[src/rtl/pipe_ctrl_pkg.sv]
`default_nettype none
// ============================================================================
//  Module   : pipe_ctrl_pkg
//  Purpose  : Shared definitions for the pipeline control unit: the sequencing
//             FSM state encoding and the EX operand forwarding select codes.
//  Ports    : none (package)
//  Revision : 1.0 - initial release
// ============================================================================
package pipe_ctrl_pkg;

  typedef enum logic {
    RUN     = 1'b0,
    MC_WAIT = 1'b1
  } state_t;

  localparam logic [1:0] FWD_RF  = 2'b00;  // operand from register file
  localparam logic [1:0] FWD_WB  = 2'b01;  // operand from WB result
  localparam logic [1:0] FWD_MEM = 2'b10;  // operand from MEM ALU result

endpackage : pipe_ctrl_pkg
`default_nettype wire

[src/rtl/pipe_ctrl_unit_fwd_sel.sv]
`default_nettype none
// ============================================================================
//  Module   : fwd_sel
//  Purpose  : Forwarding select for one EX source operand. MEM outranks WB
//             because it holds the younger write; x0 is never forwarded.
//  Ports    : rs        in  AW  source register of the EX instruction
//             rdM, rdW  in  AW  destination registers in MEM / WB
//             RegWriteM in  1   MEM write enable
//             RegWriteW in  1   WB write enable
//             fwd       out 2   operand select (FWD_RF / FWD_WB / FWD_MEM)
//  Revision : 1.0 - initial release
// ============================================================================
module fwd_sel
  import pipe_ctrl_pkg::*;
#(
  parameter int AW = 5
) (
  input  logic [AW-1:0] rs,
  input  logic [AW-1:0] rdM,
  input  logic [AW-1:0] rdW,
  input  logic          RegWriteM,
  input  logic          RegWriteW,
  output logic [1:0]    fwd
);

  always_comb begin
    fwd = FWD_RF;
    if (RegWriteM && (rdM != '0) && (rdM == rs)) begin
      fwd = FWD_MEM;
    end else if (RegWriteW && (rdW != '0) && (rdW == rs)) begin
      fwd = FWD_WB;
    end
  end

endmodule : fwd_sel
`default_nettype wire

[src/rtl/pipe_ctrl_unit.sv]
`default_nettype none
// ============================================================================
//  Module   : pipe_ctrl_unit
//  Purpose  : Sequencing controller for the 5-stage core. Produces stall and
//             flush controls for IF/ID/EX/MEM, the EX forwarding selects, holds
//             EX for the duration of a fixed-latency multicycle op, resolves
//             load-use hazards and taken-branch redirects, and counts stalls.
//  Ports    : clk, rst                    clock, synchronous active-high reset
//             rs1D, rs2D                  ID source registers
//             rs1E, rs2E, rdE             EX source / destination registers
//             rdM, rdW                    MEM / WB destination registers
//             RegWriteM, RegWriteW        MEM / WB write enables
//             MemReadE, PCSrcE, McStartE  EX load / taken branch / multicycle op
//             StallF, StallD, StallE      hold PC / IF-ID / ID-EX
//             FlushD, FlushE, FlushM      bubble IF-ID / ID-EX / EX-MEM
//             FwdAE, FwdBE                EX operand selects
//             McDoneE                     multicycle result valid pulse
//             StallCnt                    saturating count of StallF cycles
//  Revision : 1.0 - initial release
// ============================================================================
module pipe_ctrl_unit
  import pipe_ctrl_pkg::*;
#(
  parameter int AW     = 5,
  parameter int MC_LAT = 4
) (
  input  logic          clk,
  input  logic          rst,
  input  logic [AW-1:0] rs1D,
  input  logic [AW-1:0] rs2D,
  input  logic [AW-1:0] rs1E,
  input  logic [AW-1:0] rs2E,
  input  logic [AW-1:0] rdE,
  input  logic [AW-1:0] rdM,
  input  logic [AW-1:0] rdW,
  input  logic          RegWriteM,
  input  logic          RegWriteW,
  input  logic          MemReadE,
  input  logic          PCSrcE,
  input  logic          McStartE,
  output logic          StallF,
  output logic          StallD,
  output logic          StallE,
  output logic          FlushD,
  output logic          FlushE,
  output logic          FlushM,
  output logic [1:0]    FwdAE,
  output logic [1:0]    FwdBE,
  output logic          McDoneE,
  output logic [15:0]   StallCnt
);

  localparam int CW = (MC_LAT > 2) ? $clog2(MC_LAT) : 1;

  // The start cycle and the done cycle are both part of the EX occupancy, so
  // the counter covers only the cycles in between.
  localparam logic [CW-1:0] C_CNT_LOAD = CW'(MC_LAT - 2);

  state_t        r_state;
  state_t        w_next_state;
  logic [CW-1:0] r_cnt;
  logic [CW-1:0] w_cnt_next;
  logic [15:0]   r_stall_cnt;
  logic          w_lw_stall;

  fwd_sel #(.AW(AW)) u_fwd_a (
    .rs        (rs1E),
    .rdM       (rdM),
    .rdW       (rdW),
    .RegWriteM (RegWriteM),
    .RegWriteW (RegWriteW),
    .fwd       (FwdAE)
  );

  fwd_sel #(.AW(AW)) u_fwd_b (
    .rs        (rs2E),
    .rdM       (rdM),
    .rdW       (rdW),
    .RegWriteM (RegWriteM),
    .RegWriteW (RegWriteW),
    .fwd       (FwdBE)
  );

  assign w_lw_stall = MemReadE && (rdE != '0) && ((rdE == rs1D) || (rdE == rs2D));

  always_ff @(posedge clk) begin
    if (rst) begin
      r_state <= RUN;
      r_cnt   <= '0;
    end else begin
      r_state <= w_next_state;
      r_cnt   <= w_cnt_next;
    end
  end

  always_comb begin
    w_next_state = r_state;
    w_cnt_next   = r_cnt;
    StallF       = 1'b0;
    StallD       = 1'b0;
    StallE       = 1'b0;
    FlushD       = 1'b0;
    FlushE       = 1'b0;
    FlushM       = 1'b0;
    McDoneE      = 1'b0;
    case (r_state)
      RUN: begin
        if (PCSrcE) begin
          // Redirect wins: a multicycle op in EX is on the wrong path.
          FlushD = 1'b1;
          FlushE = 1'b1;
        end else if (McStartE) begin
          StallF       = 1'b1;
          StallD       = 1'b1;
          StallE       = 1'b1;
          FlushM       = 1'b1;
          w_cnt_next   = C_CNT_LOAD;
          w_next_state = MC_WAIT;
        end else if (w_lw_stall) begin
          StallF = 1'b1;
          StallD = 1'b1;
          FlushE = 1'b1;
        end
      end
      MC_WAIT: begin
        // The EX instruction is the multicycle op itself, so hazards reported
        // against EX are not meaningful here and are ignored.
        if (r_cnt != '0) begin
          StallF     = 1'b1;
          StallD     = 1'b1;
          StallE     = 1'b1;
          FlushM     = 1'b1;
          w_cnt_next = r_cnt - CW'(1);
        end else begin
          McDoneE      = 1'b1;
          w_next_state = RUN;
        end
      end
      default: begin
        w_next_state = RUN;
        w_cnt_next   = '0;
      end
    endcase
  end

  always_ff @(posedge clk) begin
    if (rst) begin
      r_stall_cnt <= '0;
    end else if (StallF && (r_stall_cnt != 16'hFFFF)) begin
      r_stall_cnt <= r_stall_cnt + 16'd1;
    end
  end

  assign StallCnt = r_stall_cnt;

endmodule : pipe_ctrl_unit
`default_nettype wire

[config.mk]
export PLATFORM = sky130hd
export DESIGN_NAME = pipe_ctrl_unit
export DESIGN_NICKNAME = d
export VERILOG_FILES = /design/src/rtl/pipe_ctrl_pkg.sv /design/src/rtl/pipe_ctrl_unit_fwd_sel.sv /design/src/rtl/pipe_ctrl_unit.sv
export SDC_FILE = /design/constraint.sdc
export NUM_CORES = 1
export LEC_CHECK = 0
export BUFFER_PORTS_ARGS = -buffer_cell sky130_fd_sc_hd__buf_2
export CORE_ASPECT_RATIO = 0.6
export CORE_MARGIN = 2
export CORE_UTILIZATION = 46
export CTS_CLUSTER_DIAMETER = 60
export DETAILED_ROUTE_END_ITERATION = 6
export PLACE_DENSITY_LB_ADDON = 0.05
export SETUP_SLACK_MARGIN = 0.5
export SLEW_MARGIN = 0
export SYNTH_ARGS = -nofsm -noshare
export SYNTH_HDL_FRONTEND = slang
export SYNTH_SLANG_ARGS = --single-unit
[constraint.sdc]
create_clock -name clk -period 2.9 [get_ports clk]
set_clock_uncertainty 0.1 [all_clocks]
set_input_delay 0.58 -clock clk [delete_from_list [all_inputs] [get_ports clk]]
set_output_delay 0.58 -clock clk [all_outputs]
set_load 0.01 [all_outputs]
==> flow_summary.toml <==
[grt]
overflow = 0
grt_max_degree = 25
antenna_found_initial = 0
grt_util_all_layers = 0.2365
first_global_vias = 1396
grt_first_pass_wirelength_um = 6210

[cts]
clkSinkCount = 19
cts.clk_slew.worst_paths_ns = 0.07
cts_hold_buf = 0
clk_path_buf_depth = 2
cts_buffers = 3
cts_tree = "yes"
htreeDepth = 1
cts.root.buffer_cell = "clkbuf_8"
clk-insertion-delay-late_ns = 0.26

[finish]
post_route_cells_drive_above_1_share = 0.4372
ff_latch_area_um2 = 380.4
nNetsFinal = 292
fillers = 237
area_growth_pct = 45.55
layout_commonest_cell = "buf_2"
diodes = 0
final_cell_mix = "buf_2, xor2_1, dfxtp_1"
multi_input_area_mm2 = 0.001082
stdcell_count = 289

[run_status]
outcome = "finished clean"

[floorplanning]
fp-row-count = 15
core_mm2 = 0.002909
start_util = 0.4882
die-area_mm2 = 0.003562
die_w_um = 75.73
io_pins = 69
die_h_um = 47.04

[sta]
slew_violations = 0
slew_headroom = 0.6913
fin_crit_sh = 0.8698
worst_pin_slew_ns = 0.4631
fmax_mhz = 396.4
min_period_ns = 2.523
finalSetupTns_ns = 0
setup_violations = 0
finalHoldViolCount = 0
rsz0062_at_grt = "yes"
finalWorstSetupSlack_ns = 0.3775

[setup_path]
startpoint_type = "input pin"
cp_slowest_cell = "or4_4"
reg2reg_slack_ns = 0.69
endpoint_kind = "output port"
crit_arrival_ns = 1.84
r2r-end = "StallCnt[7]"
r2r_cells = 7
cp_cell_sequence = "buf_8, or4_4, o21ai_4, nor4_4, nor4_2, buf_2"
reg2reg_from = "StallCnt[0]"
critPathMaxStageDelay_ns = 0.55
path_max_fanout = 2
required_ns = 2.22
crit_type = "input pin to output port"

[logic_synthesis]
yosysWarnings = 0
synth_area_leaders = "dfxtp_1, xor2_1, or4_1, nand3_1, nor2_1"
synth_seq_cells = 19
avgSynthCellArea_um2 = 8.162
yosys.cell_types.count = 35
ys.flop_type = "dfxtp_1"
synth_top_cell_by_area = "dfxtp_1"
synth_edf_count = 0
synth_top_area_share = 0.2678
ys_async_sr_fraction = 0
synth_seq_area_share = 0.2678
syn_inst = 174
syn-cell-area_mm2 = 0.001420
syn-num-nets = 218

[min_path]
hp-start = "StallCnt[9]"
worstHoldPathType = "register to register"
whs_endpoint = "StallCnt[9]"
hold_depth = 2

[pwr]
leakagePower_uw = 0.0008742
peakVddDrop_v = 0.0002292
power_density_mw_per_mm2 = 306.8

[route]
via_per_inst = 5.474
dr.pass1.iters = 6
drtIter0Drc = 56
wirelength_um = 4181
drc_errors = 0
postRouteAntennaNets = 0
wire_per_inst_um = 14.47
vias = 1582

[placed_design]
dp.cells = 279
pre_cts_ws_ns = 0.1439
portBuffers = 68
gp_congestion = 0.8900
dpl.hpwl_um = 2954

[job]
cap_violations = 0
## logic make-up (layout without fill, tap and decap cells)
family,count (synthesis),count (layout),share of synthesized area
flops,19,19,0.2678
xor+xnor,30,30,0.1850
buf+inv,17,90,0.06344
fa+ha+maj,2,2,0.01762
compound gates,28,28,0.1278
mux,6,6,0.04669
simple gates,72,72,0.2916
## what timing repair did
item                                    CTS  global route
buffers inserted                          4             2
endpoints found under the setup margin    7            14
gates resized for setup                  25            16
pin swaps                                10             3
## Yosys cell counts, types with 5 or more instances
master,number
dfxtp_1,19
a21oi_1,11
nor3_1,5
nand3_1,12
o31ai_1,7
nor4_1,6
xnor2_1,6
inv_1,10
or4_1,11
nor2_1,16
xor2_1,24
nor2b_1,6
## report_power, final
group / switching [uW] / internal, uW
Combinational: 91.8 / 84.3
Sequential: 4.96 / 265
Clock: 90.3 / 97.7
## worst max path at each step
stage          slack, ns   start  cells after the start  endpoint
2_1_floorplan       0.43  rdM[0]                      4  FwdAE[0]
5_1_grt             0.33  rdW[2]                      6  FwdAE[0]
3_5_place_dp        0.14  rdM[0]                      6  FwdAE[0]
6_report            0.38  rdM[4]                      6  FwdBE[0]
4_1_cts             0.37  rdW[2]                      6  FwdAE[0]
3_3_place_gp        0.23  rdE[1]                      7    StallF
## state kept, by name (all words and copies together), names as in the netlist
| register | count |
|---|---|
| r_state | 1 |
| r_cnt | 2 |
| StallCnt | 16 |
## area by class of cell
| class | instances | share of cell area |
|---|---|---|
| clock buffer | 4 | 0.02179 |
| sequential | 19 | 0.1840 |
| inverter | 10 | 0.02058 |
| timing repair buffer | 76 | 0.2246 |
| tap | 42 | 0.02542 |
| multi-input combinational | 138 | 0.5236 |
## metal layers
| layer | global-route usage | up-vias | wire (um) |
|---|---|---|---|
| met5 | 0 | - | 0 |
| met4 | 0.03158 | 0 | 0 |
| met3 | 0.04721 | 0 | 210 |
| met2 | 0.4313 | 59 | 2048 |
| met1 | 0.3032 | 747 | 1921 |
| li1 | - | 776 | - |
## per-stage QoR
step / power [uW] / utilization / hold slack, ns / area (um2)
after global placement: 406.0 / 0.6163 / 0.3596 / 1793
after global routing: 665.1 / 0.7105 / 0.4142 / 2067
after CTS: 623.0 / 0.6813 / 0.3766 / 1982
after floorplan: 354.3 / - / 0.3558 / 1441
after detailed placement: 412.1 / 0.6163 / 0.3671 / 1793
final: 634.1 / 0.7105 / 0.3741 / 2067
## worst max-delay path, delay by kind of cell
| family | cells | cell delay (ns) |
|---|---|---|
| and+or+nand+nor | 3 | 0.76 |
| buffers and inverters | 2 | 0.26 |
| AOI/OAI and AO/OA | 1 | 0.23 |
Power figures use the tool's default switching activity.
